## src/rtl/dcache_responder_pkg.sv

```systemverilog
// ============================================================================
// Module  : dcache_responder_pkg
// Brief   : Shared state encoding, field widths and line-address helper.
// Revision: 1.0
// ============================================================================
`default_nettype none

package dcache_responder_pkg;

  localparam int c_OFFSET_W = 2;
  localparam int c_WORDS    = 4;
  localparam int c_IDX_W    = 2;
  localparam int c_ADDR_W   = 16;
  localparam int c_DATA_W   = 16;
  localparam int c_TAG_W    = c_ADDR_W - c_IDX_W - c_OFFSET_W;

  typedef enum logic [1:0] {
    ST_IDLE = 2'd0,
    ST_WB   = 2'd1,
    ST_FILL = 2'd2
  } cacheState_e;

  function automatic logic [c_ADDR_W-1:0] lineAddr(input logic [c_TAG_W-1:0] tag,
                                                   input logic [c_IDX_W-1:0] idx);
    return {tag, idx, {c_OFFSET_W{1'b0}}};
  endfunction

endpackage

`default_nettype wire

```

## src/rtl/dcache_line_store.sv

```systemverilog
// ============================================================================
// Module  : dcache_line_store
// Brief   : Valid/dirty/tag/data arrays with one combinational read port.
// Revision: 1.0
// ============================================================================
`default_nettype none

module dcache_line_store
  import dcache_responder_pkg::*;
#(
  parameter int IDX_W  = c_IDX_W,
  parameter int TAG_W  = c_TAG_W,
  parameter int DATA_W = c_DATA_W
) (
  input  logic                        Clk,
  input  logic                        Reset_N,
  input  logic [IDX_W-1:0]            idx,
  output logic                        rdValid,
  output logic                        rdDirty,
  output logic [TAG_W-1:0]            rdTag,
  output logic [c_WORDS*DATA_W-1:0]   rdLine,
  input  logic                        wordWe,
  input  logic [c_OFFSET_W-1:0]       wordOff,
  input  logic [DATA_W-1:0]           wordData,
  input  logic                        lineWe,
  input  logic [TAG_W-1:0]            lineTag,
  input  logic [c_WORDS*DATA_W-1:0]   lineData,
  input  logic                        dirtyClr
);

  localparam int NUM_LINES = 2 ** IDX_W;

  logic [NUM_LINES-1:0]          r_valid;
  logic [NUM_LINES-1:0]          r_dirty;
  logic [TAG_W-1:0]              r_tag  [NUM_LINES];
  logic [c_WORDS*DATA_W-1:0]     r_data [NUM_LINES];

  assign rdValid = r_valid[idx];
  assign rdDirty = r_dirty[idx];
  assign rdTag   = r_tag[idx];
  assign rdLine  = r_data[idx];

  always_ff @(posedge Clk or negedge Reset_N) begin
    if (!Reset_N) begin
      r_valid <= '0;
      r_dirty <= '0;
    end else if (lineWe) begin
      r_valid[idx] <= 1'b1;
      r_dirty[idx] <= 1'b0;
    end else if (wordWe) begin
      r_dirty[idx] <= 1'b1;
    end else if (dirtyClr) begin
      r_dirty[idx] <= 1'b0;
    end
  end

  // Tag and data are meaningless until valid is set, so they carry no reset.
  always_ff @(posedge Clk) begin
    if (lineWe) begin
      r_tag[idx]  <= lineTag;
      r_data[idx] <= lineData;
    end else if (wordWe) begin
      r_data[idx][int'(wordOff)*DATA_W +: DATA_W] <= wordData;
    end
  end

endmodule

`default_nettype wire

```

## src/rtl/dcache_responder.sv

```systemverilog
// ============================================================================
// Module  : dcache_responder
// Brief   : Direct-mapped write-back data cache on the MEM-stage data port.
// Revision: 1.0
// ============================================================================
`default_nettype none

module dcache_responder
  import dcache_responder_pkg::*;
#(
  parameter int IDX_W  = c_IDX_W,
  parameter int ADDR_W = c_ADDR_W,
  parameter int DATA_W = c_DATA_W
) (
  input  logic                        Clk,
  input  logic                        Reset_N,
  input  logic                        d_readM,
  input  logic                        d_writeM,
  input  logic [ADDR_W-1:0]           d_address,
  input  logic [DATA_W-1:0]           d_wdata,
  output logic [DATA_W-1:0]           d_rdata,
  output logic                        cacheStall,
  output logic                        m_readM,
  output logic                        m_writeM,
  output logic [ADDR_W-1:0]           m_address,
  output logic [c_WORDS*DATA_W-1:0]   m_wdata,
  input  logic [c_WORDS*DATA_W-1:0]   m_rdata,
  input  logic                        m_ready,
  output logic [15:0]                 hit_count,
  output logic [15:0]                 miss_count
);

  localparam int TAG_W = ADDR_W - IDX_W - c_OFFSET_W;

  cacheState_e                r_state;
  cacheState_e                w_stateNext;
  logic [ADDR_W-1:0]          r_mAddr;
  logic [ADDR_W-1:0]          w_mAddrNext;
  logic [c_WORDS*DATA_W-1:0]  r_mWdata;
  logic [c_WORDS*DATA_W-1:0]  w_mWdataNext;
  logic [15:0]                r_hitCount;
  logic [15:0]                r_missCount;
  logic                       r_pendingMiss;

  logic [TAG_W-1:0]           w_reqTag;
  logic [IDX_W-1:0]           w_idx;
  logic [c_OFFSET_W-1:0]      w_off;
  logic                       w_req;
  logic                       w_hit;
  logic                       w_idleHit;
  logic                       w_missTake;
  logic                       w_wordWe;
  logic                       w_lineWe;
  logic                       w_dirtyClr;
  logic                       w_rdValid;
  logic                       w_rdDirty;
  logic [TAG_W-1:0]           w_rdTag;
  logic [c_WORDS*DATA_W-1:0]  w_rdLine;

  assign w_reqTag = d_address[ADDR_W-1 -: TAG_W];
  assign w_idx    = d_address[c_OFFSET_W +: IDX_W];
  assign w_off    = d_address[c_OFFSET_W-1:0];
  assign w_req    = d_readM | d_writeM;
  assign w_hit    = w_req & w_rdValid & (w_rdTag == w_reqTag);
  assign w_idleHit = (r_state == ST_IDLE) & w_hit;

  dcache_line_store #(
    .IDX_W  (IDX_W),
    .TAG_W  (TAG_W),
    .DATA_W (DATA_W)
  ) u_lineStore (
    .Clk      (Clk),
    .Reset_N  (Reset_N),
    .idx      (w_idx),
    .rdValid  (w_rdValid),
    .rdDirty  (w_rdDirty),
    .rdTag    (w_rdTag),
    .rdLine   (w_rdLine),
    .wordWe   (w_wordWe),
    .wordOff  (w_off),
    .wordData (d_wdata),
    .lineWe   (w_lineWe),
    .lineTag  (w_reqTag),
    .lineData (m_rdata),
    .dirtyClr (w_dirtyClr)
  );

  always_comb begin
    w_stateNext  = r_state;
    w_mAddrNext  = r_mAddr;
    w_mWdataNext = r_mWdata;
    w_missTake   = 1'b0;
    w_wordWe     = 1'b0;
    w_lineWe     = 1'b0;
    w_dirtyClr   = 1'b0;
    unique case (r_state)
      ST_IDLE: begin
        if (w_req & ~w_hit) begin
          w_missTake = 1'b1;
          if (w_rdValid & w_rdDirty) begin
            w_stateNext  = ST_WB;
            w_mAddrNext  = lineAddr(w_rdTag, w_idx);
            w_mWdataNext = w_rdLine;
          end else begin
            w_stateNext = ST_FILL;
            w_mAddrNext = lineAddr(w_reqTag, w_idx);
          end
        end else if (w_hit & d_writeM) begin
          // Store wins when both requests are raised together.
          w_wordWe = 1'b1;
        end
      end
      ST_WB: begin
        if (m_ready) begin
          w_dirtyClr  = 1'b1;
          w_mAddrNext = lineAddr(w_reqTag, w_idx);
          w_stateNext = ST_FILL;
        end
      end
      ST_FILL: begin
        if (m_ready) begin
          w_lineWe    = 1'b1;
          w_stateNext = ST_IDLE;
        end
      end
      default: w_stateNext = ST_IDLE;
    endcase
  end

  always_ff @(posedge Clk or negedge Reset_N) begin
    if (!Reset_N) begin
      r_state  <= ST_IDLE;
      r_mAddr  <= '0;
      r_mWdata <= '0;
    end else begin
      r_state  <= w_stateNext;
      r_mAddr  <= w_mAddrNext;
      r_mWdata <= w_mWdataNext;
    end
  end

  // The retiring hit after a fill belongs to the miss already counted.
  always_ff @(posedge Clk or negedge Reset_N) begin
    if (!Reset_N) begin
      r_hitCount    <= '0;
      r_missCount   <= '0;
      r_pendingMiss <= 1'b0;
    end else if (w_missTake) begin
      r_pendingMiss <= 1'b1;
      if (r_missCount != 16'hFFFF) r_missCount <= r_missCount + 16'd1;
    end else if (w_idleHit) begin
      if (r_pendingMiss)               r_pendingMiss <= 1'b0;
      else if (r_hitCount != 16'hFFFF) r_hitCount    <= r_hitCount + 16'd1;
    end
  end

  assign cacheStall = (w_req & ~w_hit) | (r_state != ST_IDLE);
  assign d_rdata    = w_rdLine[int'(w_off)*DATA_W +: DATA_W];
  assign m_readM    = (r_state == ST_FILL);
  assign m_writeM   = (r_state == ST_WB);
  assign m_address  = r_mAddr;
  assign m_wdata    = r_mWdata;
  assign hit_count  = r_hitCount;
  assign miss_count = r_missCount;

endmodule

`default_nettype wire
```

## config.mk

```make
export PLATFORM = sky130hd
export DESIGN_NAME = dcache_responder
export DESIGN_NICKNAME = d
export VERILOG_FILES = /design/src/rtl/dcache_responder_pkg.sv /design/src/rtl/dcache_line_store.sv /design/src/rtl/dcache_responder.sv
export SDC_FILE = /design/constraint.sdc
export NUM_CORES = 1
export LEC_CHECK = 0
export CAP_MARGIN = 20
export CELL_PAD_IN_SITES_DETAIL_PLACEMENT = 0
export CELL_PAD_IN_SITES_GLOBAL_PLACEMENT = 2
export CORE_MARGIN = 2
export CORE_UTILIZATION = 43
export CTS_BUF_LIST = sky130_fd_sc_hd__clkbuf_16
export CTS_CLUSTER_SIZE = 40
export DETAILED_ROUTE_END_ITERATION = 10
export HOLD_SLACK_MARGIN = 0.08
export PLACE_DENSITY = 0.82
export SYNTH_ARGS = -nofsm -noshare
export SYNTH_HDL_FRONTEND = slang
export SYNTH_SLANG_ARGS = --single-unit
```

## constraint.sdc

```tcl
create_clock -name Clk -period 8.82 [get_ports Clk]
set_input_delay 2.205 -clock Clk [delete_from_list [all_inputs] [get_ports Clk]]
set_output_delay 2.205 -clock Clk [all_outputs]
set_load 0.01 [all_outputs]
```

==> flow_metrics.tcl <==
set metrics [dict create \
    run_status "completed" \
    startpoint_type "input port" \
    die-area_um2 43200 \
    worst_slew_pin_slew_ps 1020 \
    vias_per_cell 5.60 \
    critical_path_class "in -> out" \
    cp-end-kind "output pin" \
    cts_sinks 425 \
    cap_violations 0 \
    rsz0062_at_grt "no" \
    worstPathArrival_ps 5140 \
    drc 0 \
    cts_setup_buffers 0 \
    synth_area_leader_cell "edfxtp_1" \
    synthCells 1079 \
    clock.fmax_mhz 136 \
    multi_input_area_um2 5420 \
    routedWlPerCell_um 27.2 \
    area.sequential_um2 12200 \
    wirelength_um 51800 \
    layout_common_cells "304 x edfxtp_1, 226 x clkdlybuf4s50_1, 152 x nand2_1, 121 x dfrtp_1, 92 x mux4_2" \
    crit_top_cell "buf_4" \
    final.setup.tns_ps 0 \
    cts_tree "yes" \
    vdd_ir_drop_max_v 0.000163 \
    drive_above_1_share_pct 19.9 \
    async_reset_ff_share_pct 28.5 \
    coreArea_um2 40900 \
    io_pins 232 \
    antenna_found_initial 3 \
    total_leakage_power_nw 8.06 \
    power_density_nw_per_um2 253 \
    root_buffer "clkbuf_16" \
    drv_slew 0 \
    cp_data_required_time_ps 6620 \
    grt_pass1_wl_um 75200 \
    synth_ff_type "edfxtp_1" \
    synthTopCellsByArea "edfxtp_1 51%, dfrtp_1 17%, mux4_2 12%" \
    final_common_cell "edfxtp_1" \
    vias 10700 \
    ys_ff_latch 425 \
    stdcell_count 1905 \
    fp-row-count 74 \
    setup_viol 0 \
    synth_edf_count 304 \
    grt_pass1_vias 10900 \
    min_path_type "reg -> reg" \
    port_buffers 229 \
    numCtsBuffers 45 \
    timing_hold_violations_final 0 \
    clock_skew_ps 23.0 \
    holdBufCountCts 0 \
    worst_path_largest_cell_delay_ps 700 \
    avgSynthCellArea_um2 16.6 \
    period_share_pct 83.3 \
    dieHeight_um 208 \
    relSlewSlack_pct 31.9 \
    cp_slowest_cell "buf_4" \
    nFillCells 3384 \
    crit_path_cell_trace "buf_4, mux4_2, xnor2_1, nand4_1, nor4_2, buf_4, o21ai_0, clkdlybuf4s50_1" \
    first_pass_iters 6 \
    critPathMaxFanout 53 \
    area_growth_pct 24.5 \
    cp_top_family "buffers and inverters" \
    synthDistinctLibCells 47 \
    grt_max_degree 64 \
    yosys_warnings 0 \
    post_cts_resized 0 \
    yosysSeqAreaShare_pct 68.0 \
    overflow 0 \
    start_util_pct 43.7 \
    synth_top_area_share_pct 51.1 \
    htreeDepth 2 \
    final.min_clock_period_ps 7340 \
    gp_congestion 0.784 \
    fin_nets 1444 \
    track_usage_pct 24.1 \
    dpl.hpwl_um 35300 \
    crit_buf_inv 3 \
    clk_pin_slew_ps 60 \
    clockBufferDepth 3 \
    initialDrtViolationCount 933 \
    insertion_delay_ps 590 \
    fp.dieW_um 208 \
    syn_area_um2 17900 \
    dp_cells 1820 \
    ant_nets 0 \
]
## final cells by class
cell class	instances	area share, %
flip-flops and latches	425	54.6
multi-input cells	592	24.4
repair buffers	266	11.6
clock buffers	46	5.17
well taps	532	2.99
clock inverters	37	1.11
inverters	6	0.101
diodes	1	0.0112
## cell families (layout without fill, tap and decap cells)
group | count (synthesis) | after routing | synth area share (%)
flip-flops | 425 | 425 | 68.0
XOR/XNOR | 43 | 43 | 2.11
buffers and inverters | 63 | 355 | 1.76
AND/OR/NAND/NOR | 270 | 270 | 6.81
AO/OA/AOI/OAI | 96 | 96 | 2.87
adder cells (fa/ha/maj) | 7 | 7 | 0.490
other | 1 | 3 | 0.0210
multiplexers | 174 | 174 | 17.9
## worst register-to-register path: cells and delay by family, from the launching register on
kind	cells	cell delay (ps)
mux	1	510
simple gates	5	1560
buf+inv	3	920
xor+xnor	1	170
flops	1	370
## synth_stat cells, drive strengths merged (2+ instances only)
library cell	number
nand4	12
nor2	43
nand2b	7
nand2	152
and3	5
a32o	2
xnor2	34
nand3	16
clkbuf	30
mux2i	12
xor2	9
buf	27
nor4	2
mux4	92
o21ai	74
or2	7
dfrtp	121
nor4b	2
mux2	70
ha	7
and4	4
nor3	4
nor3b	5
edfxtp	304
inv	6
and2	6
a21oi	13
nor2b	4
## path summary, 6_finish.rpt
| check | cells past startpoint | slack (ps) | startpoint | endpoint |
|---|---|---|---|---|
| max | 8 | 1480 | d_address[2] | cacheStall |
| min | 1 | 470 | u_lineStore.r_valid[0]$_DFFE_PN0P_ | u_lineStore.r_valid[0]$_DFFE_PN0P_ |
| max reg2reg | 10 | 4970 | u_lineStore.r_tag[3][9]$_DFFE_PP_ | u_lineStore.r_data[0][41]$_DFFE_PP_ |
| min reg2reg | 1 | 470 | u_lineStore.r_valid[0]$_DFFE_PN0P_ | u_lineStore.r_valid[0]$_DFFE_PN0P_ |
| max in group asynchronous | 2 | 5640 | Reset_N | hit_count[2]$_DFFE_PN0P_ |
| min in group asynchronous | 1 | 1750 | Reset_N | m_address[7]$_DFFE_PN0P_ |
## metrics by stage
stage | worst slack [ps] | hold WS (ps) | util (%) | power (W) | area (um2)
global route | 1230 | 484 | 54.4 | 0.00583 | 22200
finish | 1480 | 474 | 54.4 | 0.00564 | 22300
detailed placement | 1400 | 445 | 50.9 | 0.00389 | 20800
CTS | 1390 | 469 | 54.3 | 0.00569 | 22200
global placement | 1440 | 454 | 50.9 | 0.00388 | 20800
floorplan | 2320 | 431 | - | 0.00312 | 17900
## state kept, by name (all words and copies together) (netlist names), named ones only
name                 flops
r_pendingMiss            1
r_state                  2
miss_count              16
u_lineStore.r_tag       48
m_wdata                 64
hit_count               16
u_lineStore.r_valid      4
u_lineStore.r_data     256
m_address               14
## metal layers
metal  global-route usage [%]  wire (um)  vias to the layer above
met4                     9.49       1930                        2
met1                     32.5      21000                     5479
li1                         -          -                     4626
met2                     38.8      24700                      482
met3                     4.57       4070                       83
met5                        0          7                        -
## power breakdown
part / switching (W) / internal, W / leakage, nW
registers: 0.000235 / 0.00241 / 4.24
clock network: 0.000784 / 0.00101 / 0.748
logic: 0.000507 / 0.000695 / 3.07
total: 0.00153 / 0.00411 / 8.06
No activity file was read; power rests on OpenSTA's default activity.
